<file path="src/rtl/fetch_pkg.sv">
// Shared types for the instruction-fetch front end.
//   addr_t        : PC / fetch address (default XLEN)
//   inst_t        : 32-bit instruction word
//   fetch_entry_t : {pc, inst} pair held in the fetch buffer
package fetch_pkg;

    localparam int XLEN       = 32;
    localparam int ILEN_BYTES = 4;

    typedef logic [XLEN-1:0] addr_t;
    typedef logic [31:0]     inst_t;

    typedef struct packed {
        addr_t pc;
        inst_t inst;
    } fetch_entry_t;

endpackage

</file>
<file path="src/rtl/fetch_fifo.sv">
// Synchronous FIFO holding fetched {pc, inst} entries.
//   clk, reset  : clock, synchronous active-high reset
//   push_i      : write data_i at the tail
//   pop_i       : drop the head entry (ignored when empty)
//   flush_i     : discard all entries; wins over push/pop
//   data_i      : entry to write
//   head_o      : current head entry (valid while !empty_o)
//   empty_o     : no entries
//   full_o      : DEPTH entries held
//   count_o     : number of entries held
module fetch_fifo
    import fetch_pkg::*;
#(
    parameter int  DEPTH   = 4,
    parameter type entry_t = fetch_entry_t
) (
    input  logic                       clk,
    input  logic                       reset,
    input  logic                       push_i,
    input  logic                       pop_i,
    input  logic                       flush_i,
    input  entry_t                     data_i,
    output entry_t                     head_o,
    output logic                       empty_o,
    output logic                       full_o,
    output logic [$clog2(DEPTH+1)-1:0] count_o
);

    localparam int CW = $clog2(DEPTH + 1);
    localparam int PW = $clog2(DEPTH);

    entry_t          mem_q [DEPTH];
    logic [PW-1:0]   rd_ptr_q;
    logic [PW-1:0]   wr_ptr_q;
    logic [CW-1:0]   count_q;
    logic            do_pop;

    assign do_pop  = pop_i && (count_q != '0);
    assign empty_o = (count_q == '0);
    assign full_o  = (count_q == DEPTH[CW-1:0]);
    assign count_o = count_q;
    assign head_o  = mem_q[rd_ptr_q];

    // DEPTH is a power of two, so the pointers wrap naturally.
    always_ff @(posedge clk) begin
        if (reset || flush_i) begin
            rd_ptr_q <= '0;
            wr_ptr_q <= '0;
            count_q  <= '0;
        end else begin
            if (push_i) begin
                wr_ptr_q <= wr_ptr_q + 1'b1;
            end
            if (do_pop) begin
                rd_ptr_q <= rd_ptr_q + 1'b1;
            end
            count_q <= count_q + CW'(push_i) - CW'(do_pop);
        end
    end

    // Storage has no reset; a push while full-with-pop reuses the slot being vacated.
    always_ff @(posedge clk) begin
        if (push_i && !flush_i && !reset) begin
            mem_q[wr_ptr_q] <= data_i;
        end
    end

endmodule

</file>
<file path="src/rtl/fetch_queue.sv">
// Instruction-fetch front end: sequential PC generation, credit-limited
// requests to an in-order variable-latency memory, a small buffer of
// returned instructions toward decode, and redirect handling.
//   clk, reset     : clock, synchronous active-high reset
//   imem_req_*     : fetch request (valid/ready, word-aligned address)
//   imem_rsp_*     : in-order instruction responses
//   inst_v_i/rdy   : decode handshake; pc_i/inst_i carry the head entry
//   pc_v_x, pc_x   : redirect from execute (pc_x[1:0] ignored)
module fetch_queue #(
    parameter int              XLEN     = fetch_pkg::XLEN,
    parameter logic [XLEN-1:0] RESET_PC = '0,
    parameter int              DEPTH    = 4
) (
    input  logic            clk,
    input  logic            reset,
    output logic            imem_req_v,
    input  logic            imem_req_rdy,
    output logic [XLEN-1:0] imem_req_addr,
    input  logic            imem_rsp_v,
    input  logic [31:0]     imem_rsp_data,
    output logic            inst_v_i,
    input  logic            inst_rdy,
    output logic [XLEN-1:0] pc_i,
    output logic [31:0]     inst_i,
    input  logic            pc_v_x,
    input  logic [XLEN-1:0] pc_x
);

    import fetch_pkg::*;

    localparam int              CW   = $clog2(DEPTH + 1);
    localparam logic [XLEN-1:0] STEP = XLEN'(ILEN_BYTES);

    typedef struct packed {
        logic [XLEN-1:0] pc;
        inst_t           inst;
    } entry_t;

    logic            reset_d_q;
    logic            reset_hold;
    logic [XLEN-1:0] fetch_pc_q, fetch_pc_d;
    logic [XLEN-1:0] rsp_pc_q, rsp_pc_d;
    logic [CW-1:0]   outstanding_q, outstanding_d;
    logic [CW-1:0]   drop_q, drop_d;
    logic [CW-1:0]   fifo_count;
    logic            fifo_empty, fifo_full;
    logic            credit_ok, req_fire, rsp_keep, pop;
    logic [XLEN-1:0] redirect_pc;
    logic [1:0]      unused_pc_x_low;
    entry_t          push_entry, head_entry;

    // Requests stay off for the reset cycle(s) and one cycle after release.
    assign reset_hold = reset | reset_d_q;

    // Buffered plus in-flight may never exceed DEPTH, so every response has a slot.
    assign credit_ok = ({1'b0, fifo_count} + {1'b0, outstanding_q}) < DEPTH[CW:0];

    assign imem_req_v    = !reset_hold && !pc_v_x && credit_ok;
    assign imem_req_addr = fetch_pc_q;
    assign req_fire      = imem_req_v && imem_req_rdy;

    assign rsp_keep   = imem_rsp_v && (drop_q == '0);
    assign push_entry = '{pc: rsp_pc_q, inst: imem_rsp_data};

    assign inst_v_i = !fifo_empty && !pc_v_x;
    assign pop      = inst_v_i && inst_rdy;
    assign pc_i     = head_entry.pc;
    assign inst_i   = head_entry.inst;

    assign redirect_pc     = {pc_x[XLEN-1:2], 2'b00};
    assign unused_pc_x_low = pc_x[1:0];

    always_comb begin
        fetch_pc_d    = fetch_pc_q;
        rsp_pc_d      = rsp_pc_q;
        drop_d        = drop_q;
        outstanding_d = outstanding_q + CW'(req_fire) - CW'(imem_rsp_v);
        if (req_fire) begin
            fetch_pc_d = fetch_pc_q + STEP;
        end
        if (imem_rsp_v && (drop_q != '0)) begin
            drop_d = drop_q - 1'b1;
        end
        if (rsp_keep) begin
            rsp_pc_d = rsp_pc_q + STEP;
        end
        if (pc_v_x) begin
            fetch_pc_d = redirect_pc;
            rsp_pc_d   = redirect_pc;
            // No request fires during a redirect, so whatever is still in
            // flight after this edge is stale; earlier drops are a subset of it.
            drop_d     = outstanding_d;
        end
    end

    always_ff @(posedge clk) begin
        reset_d_q <= reset;
        if (reset) begin
            fetch_pc_q    <= RESET_PC;
            rsp_pc_q      <= RESET_PC;
            outstanding_q <= '0;
            drop_q        <= '0;
        end else begin
            fetch_pc_q    <= fetch_pc_d;
            rsp_pc_q      <= rsp_pc_d;
            outstanding_q <= outstanding_d;
            drop_q        <= drop_d;
        end
    end

    fetch_fifo #(
        .DEPTH   (DEPTH),
        .entry_t (entry_t)
    ) u_fifo (
        .clk     (clk),
        .reset   (reset),
        .push_i  (rsp_keep),
        .pop_i   (pop),
        .flush_i (pc_v_x),
        .data_i  (push_entry),
        .head_o  (head_entry),
        .empty_o (fifo_empty),
        .full_o  (fifo_full),
        .count_o (fifo_count)
    );

    a_rsp_without_request : assert property (@(posedge clk) disable iff (reset)
        !(imem_rsp_v && (outstanding_q == '0)));

    a_push_overflow : assert property (@(posedge clk) disable iff (reset)
        !(rsp_keep && fifo_full && !pop && !pc_v_x));

endmodule

</file>
<file path="config.mk">
export PLATFORM = sky130hd
export DESIGN_NAME = fetch_queue
export DESIGN_NICKNAME = d
export VERILOG_FILES = /design/src/rtl/fetch_pkg.sv /design/src/rtl/fetch_fifo.sv /design/src/rtl/fetch_queue.sv
export SDC_FILE = /design/constraint.sdc
export NUM_CORES = 1
export LEC_CHECK = 0
export CORE_ASPECT_RATIO = 0.75
export CORE_MARGIN = 5
export CORE_UTILIZATION = 55
export DETAILED_ROUTE_END_ITERATION = 7
export GPL_TIMING_DRIVEN = 0
export PLACE_DENSITY = 0.76
export SYNTH_ARGS = -nofsm -noshare
export SYNTH_HDL_FRONTEND = slang
export SYNTH_SLANG_ARGS = --single-unit
</file>
<file path="constraint.sdc">
create_clock -name clk -period 3.9 [get_ports clk]
set_clock_uncertainty 0.05 [all_clocks]
set_input_delay 0.975 -clock clk [delete_from_list [all_inputs] [get_ports clk]]
set_output_delay 0.975 -clock clk [all_outputs]
set_load 0.02 [all_outputs]
</file>
==> flow_summary.ini <==
[clock_tree]
cts.sinks = 324
ctsHoldBuffers = 0
h-tree-depth = 1
clockBufferDepth = 3
clk_latency_ps = 560
cts_tree = yes
cts-root-buf = clkbuf_16
clk_pin_slew_worst_paths_ps = 60
cts_buffers = 29

[place]
finalWeightedCongestion = 0.975
io_buffers = 161
dpl.hpwl_um = 20100
dp_slack_ps = -340

[synth]
synth_cell_types = 52
synth_flop_cell = edfxtp_1
avgSynthCellArea_um2 = 16.1
synth_area_um2 = 13100
yosys_register_bits = 324
synth-seq-area-share_pct = 68.7
synth-edff-count = 248
synthCells = 813
yosys_warnings = 0
async_flop_share_pct = 0

[die]
initial_utilization_pct = 56.3
coreArea_um2 = 23200
dieArea_um2 = 27000
ioPinCount = 168
die_h_um = 143
chipWidth_um = 188
std_cell_rows = 48

[critical_path]
slowest_delay_ps = 500
path_cells = clkdlybuf4s50_1 -> a311oi_2 -> and3_1 -> inv_1 -> clkbuf_1 -> ha_1 -> inv_1 -> ha_1 -> inv_1 -> fa_1 -> xor2_1 -> xnor2_1 -> a211oi_1
setup.worst_path.class = in -> reg
crit_path_start_kind = input port
crit_arrival_ps = 4150
required_ps = 4300
cp-end-kind = flip-flop
critPathMaxFanout = 10
crit_slowest_cell = clkdlybuf4s50_1
cp_common_cell = inv_1

[hold_path]
holdCritPathClass = reg -> reg

[sta]
final_hold_viol_count = 0
holdWs_ps = 487
fin_crit_sh_pct = 96.0
rsz0062_at_grt = no
slew_viol_final = 0
worst_pin_slew_ps = 813
clock.fmax_mhz = 267
relSlewSlack_pct = 45.4
min_period_ps = 3750
fin_ws_ps = 154
setup_viol = 0

[cells_and_area]
drive_gt1_share_pct = 14.0
multiInputGateArea_um2 = 3820
layout_commonest_cell = edfxtp_1
finalNetCount = 1097
final_cell_mix = edfxtp_1, clkdlybuf4s50_1, dfxtp_1
fill_cells = 1558
area_growth_pct = 24.1
seqCellArea_um2 = 8970
antenna_cells = 0

[routing]
final_antenna_net_count = 0
via_count = 7836
wire_per_inst_um = 22.1
wirelength_um = 29500
dr.pass1.iters = 5
viasPerCell = 5.87
drt-initial-drc-count = 755
drc_errors = 0

[pwr]
peakVddDrop_uv = 335
total_power_w = 0.00749
p_per_area_nw_per_um2 = 462
power.leakage_nw = 5.37

[global_route]
grtUsageTotal_pct = 22.0
first_global_vias = 8053
grt_max_degree = 53
antenna_found_initial = 0
grt_overflow = 0
grt_pass1_wl_um = 46300

[job]
maxCapViolCount = 0

[run_status]
status = finished clean
-- state kept, by name (all words and copies together) (netlist names), named ones only --
register	flops
u_fifo.rd_ptr_q	2
imem_req_addr	30
drop_q	3
outstanding_q	3
u_fifo.mem_q	248
rsp_pc_q	30
u_fifo.count_o	3
reset_d_q	1
u_fifo.wr_ptr_q	2
-- routing by layer --
metal	GRT usage, %	vias to the layer above	share of wire [%]
li1	-	3554	-
met1	32.6	3881	45
met2	34.4	351	45
met3	4.78	50	8.2
met4	4.59	0	1.9
met5	0	-	0
-- final cells by class --
cell class                      instances  share of cell area [%]
Tap cell                              300                    2.31
Timing Repair Buffer                  165                    10.6
Buffer                                 40                    1.27
Sequential cell                       324                    55.3
Clock inverter                         13                    1.11
Inverter                               34                   0.787
Clock buffer                           41                    5.07
Multi-Input combinational cell        417                    23.5
-- where the power goes --
group / internal (W) / switching (W)
Clock: 0.00174 / 0.00121
Combinational: 0.000295 / 0.000316
Sequential: 0.00382 / 0.000108
Total: 0.00585 / 0.00163
-- path summary, 6_finish.rpt --
path	startpoint	endpoint	slack (ps)	depth (start not counted)
setup / recovery	pc_v_x	drop_q[2]	150	13
hold reg to reg	imem_req_addr[28]	imem_req_addr[28]	490	2
setup reg to reg	u_fifo.count_o[2]	drop_q[2]	320	13
hold / removal	imem_req_addr[28]	imem_req_addr[28]	490	2
-- stage by stage --
stage	util (%)	TNS, ps	cells	instance area [µm²]
after global placement	65.0	-356730	1277	15100
after floorplan	-	0	816	13100
after detailed placement	65.5	-973	1281	15200
after CTS	69.8	-1670	1335	16200
after global routing	69.9	0	1334	16200
final	69.9	0	1334	16200
-- cell usage after synthesis (3+ instances only) --
| cell type | count | share of area (%) |
|---|---|---|
| a211oi_1 | 12 | 0.69 |
| a21boi_0 | 26 | 1.5 |
| a21oi_1 | 30 | 1.1 |
| a31oi_1 | 6 | 0.29 |
| and2_1 | 8 | 0.38 |
| and3_1 | 13 | 0.62 |
| and4_1 | 3 | 0.20 |
| buf_1 | 5 | 0.14 |
| buf_2 | 7 | 0.27 |
| buf_4 | 6 | 0.34 |
| clkbuf_1 | 23 | 0.66 |
| dfxtp_1 | 76 | 12 |
| edfxtp_1 | 248 | 57 |
| ha_1 | 14 | 1.3 |
| inv_1 | 33 | 0.95 |
| mux4_2 | 62 | 11 |
| nand2_1 | 26 | 0.75 |
| nand3_1 | 26 | 1.0 |
| nand4_1 | 31 | 1.5 |
| nand4b_1 | 3 | 0.20 |
| nor2_1 | 38 | 1.1 |
| nor3_1 | 9 | 0.34 |
| nor4_1 | 5 | 0.24 |
| o21ai_0 | 8 | 0.31 |
| o21bai_1 | 4 | 0.23 |
| or4_1 | 3 | 0.17 |
| xnor2_1 | 19 | 1.3 |
| xor2_1 | 36 | 2.4 |
-- worst max-delay path: cells and delay by family --
kind / cells / cell delay [ps]
AOI/OAI and AO/OA: 2 / 650
xor gates and xnor gates: 2 / 320
adders and majority gates: 3 / 880
buffers and inverters: 5 / 1020
and+or+nand+nor: 1 / 310
-- cells by family (layout without fill, tap and decap cells) --
| logic type | Yosys count | in the layout | synth area share [%] |
|---|---|---|---|
| DFF | 324 | 324 | 68.7 |
| and+or+nand+nor | 179 | 179 | 7.66 |
| AOI/OAI and AO/OA | 99 | 99 | 5.06 |
| buffers and inverters | 75 | 293 | 2.39 |
| muxes | 64 | 64 | 10.9 |
| xor gates and xnor gates | 55 | 55 | 3.69 |
| adders and majority gates | 16 | 16 | 1.65 |
| other | 1 | 4 | 0.0287 |
-- what timing repair did --
action,CTS,global route
setup endpoints to repair,51,62
resized for setup,1,22
setup buffers,0,0
Note: power is estimated with default switching activity, not from simulation.
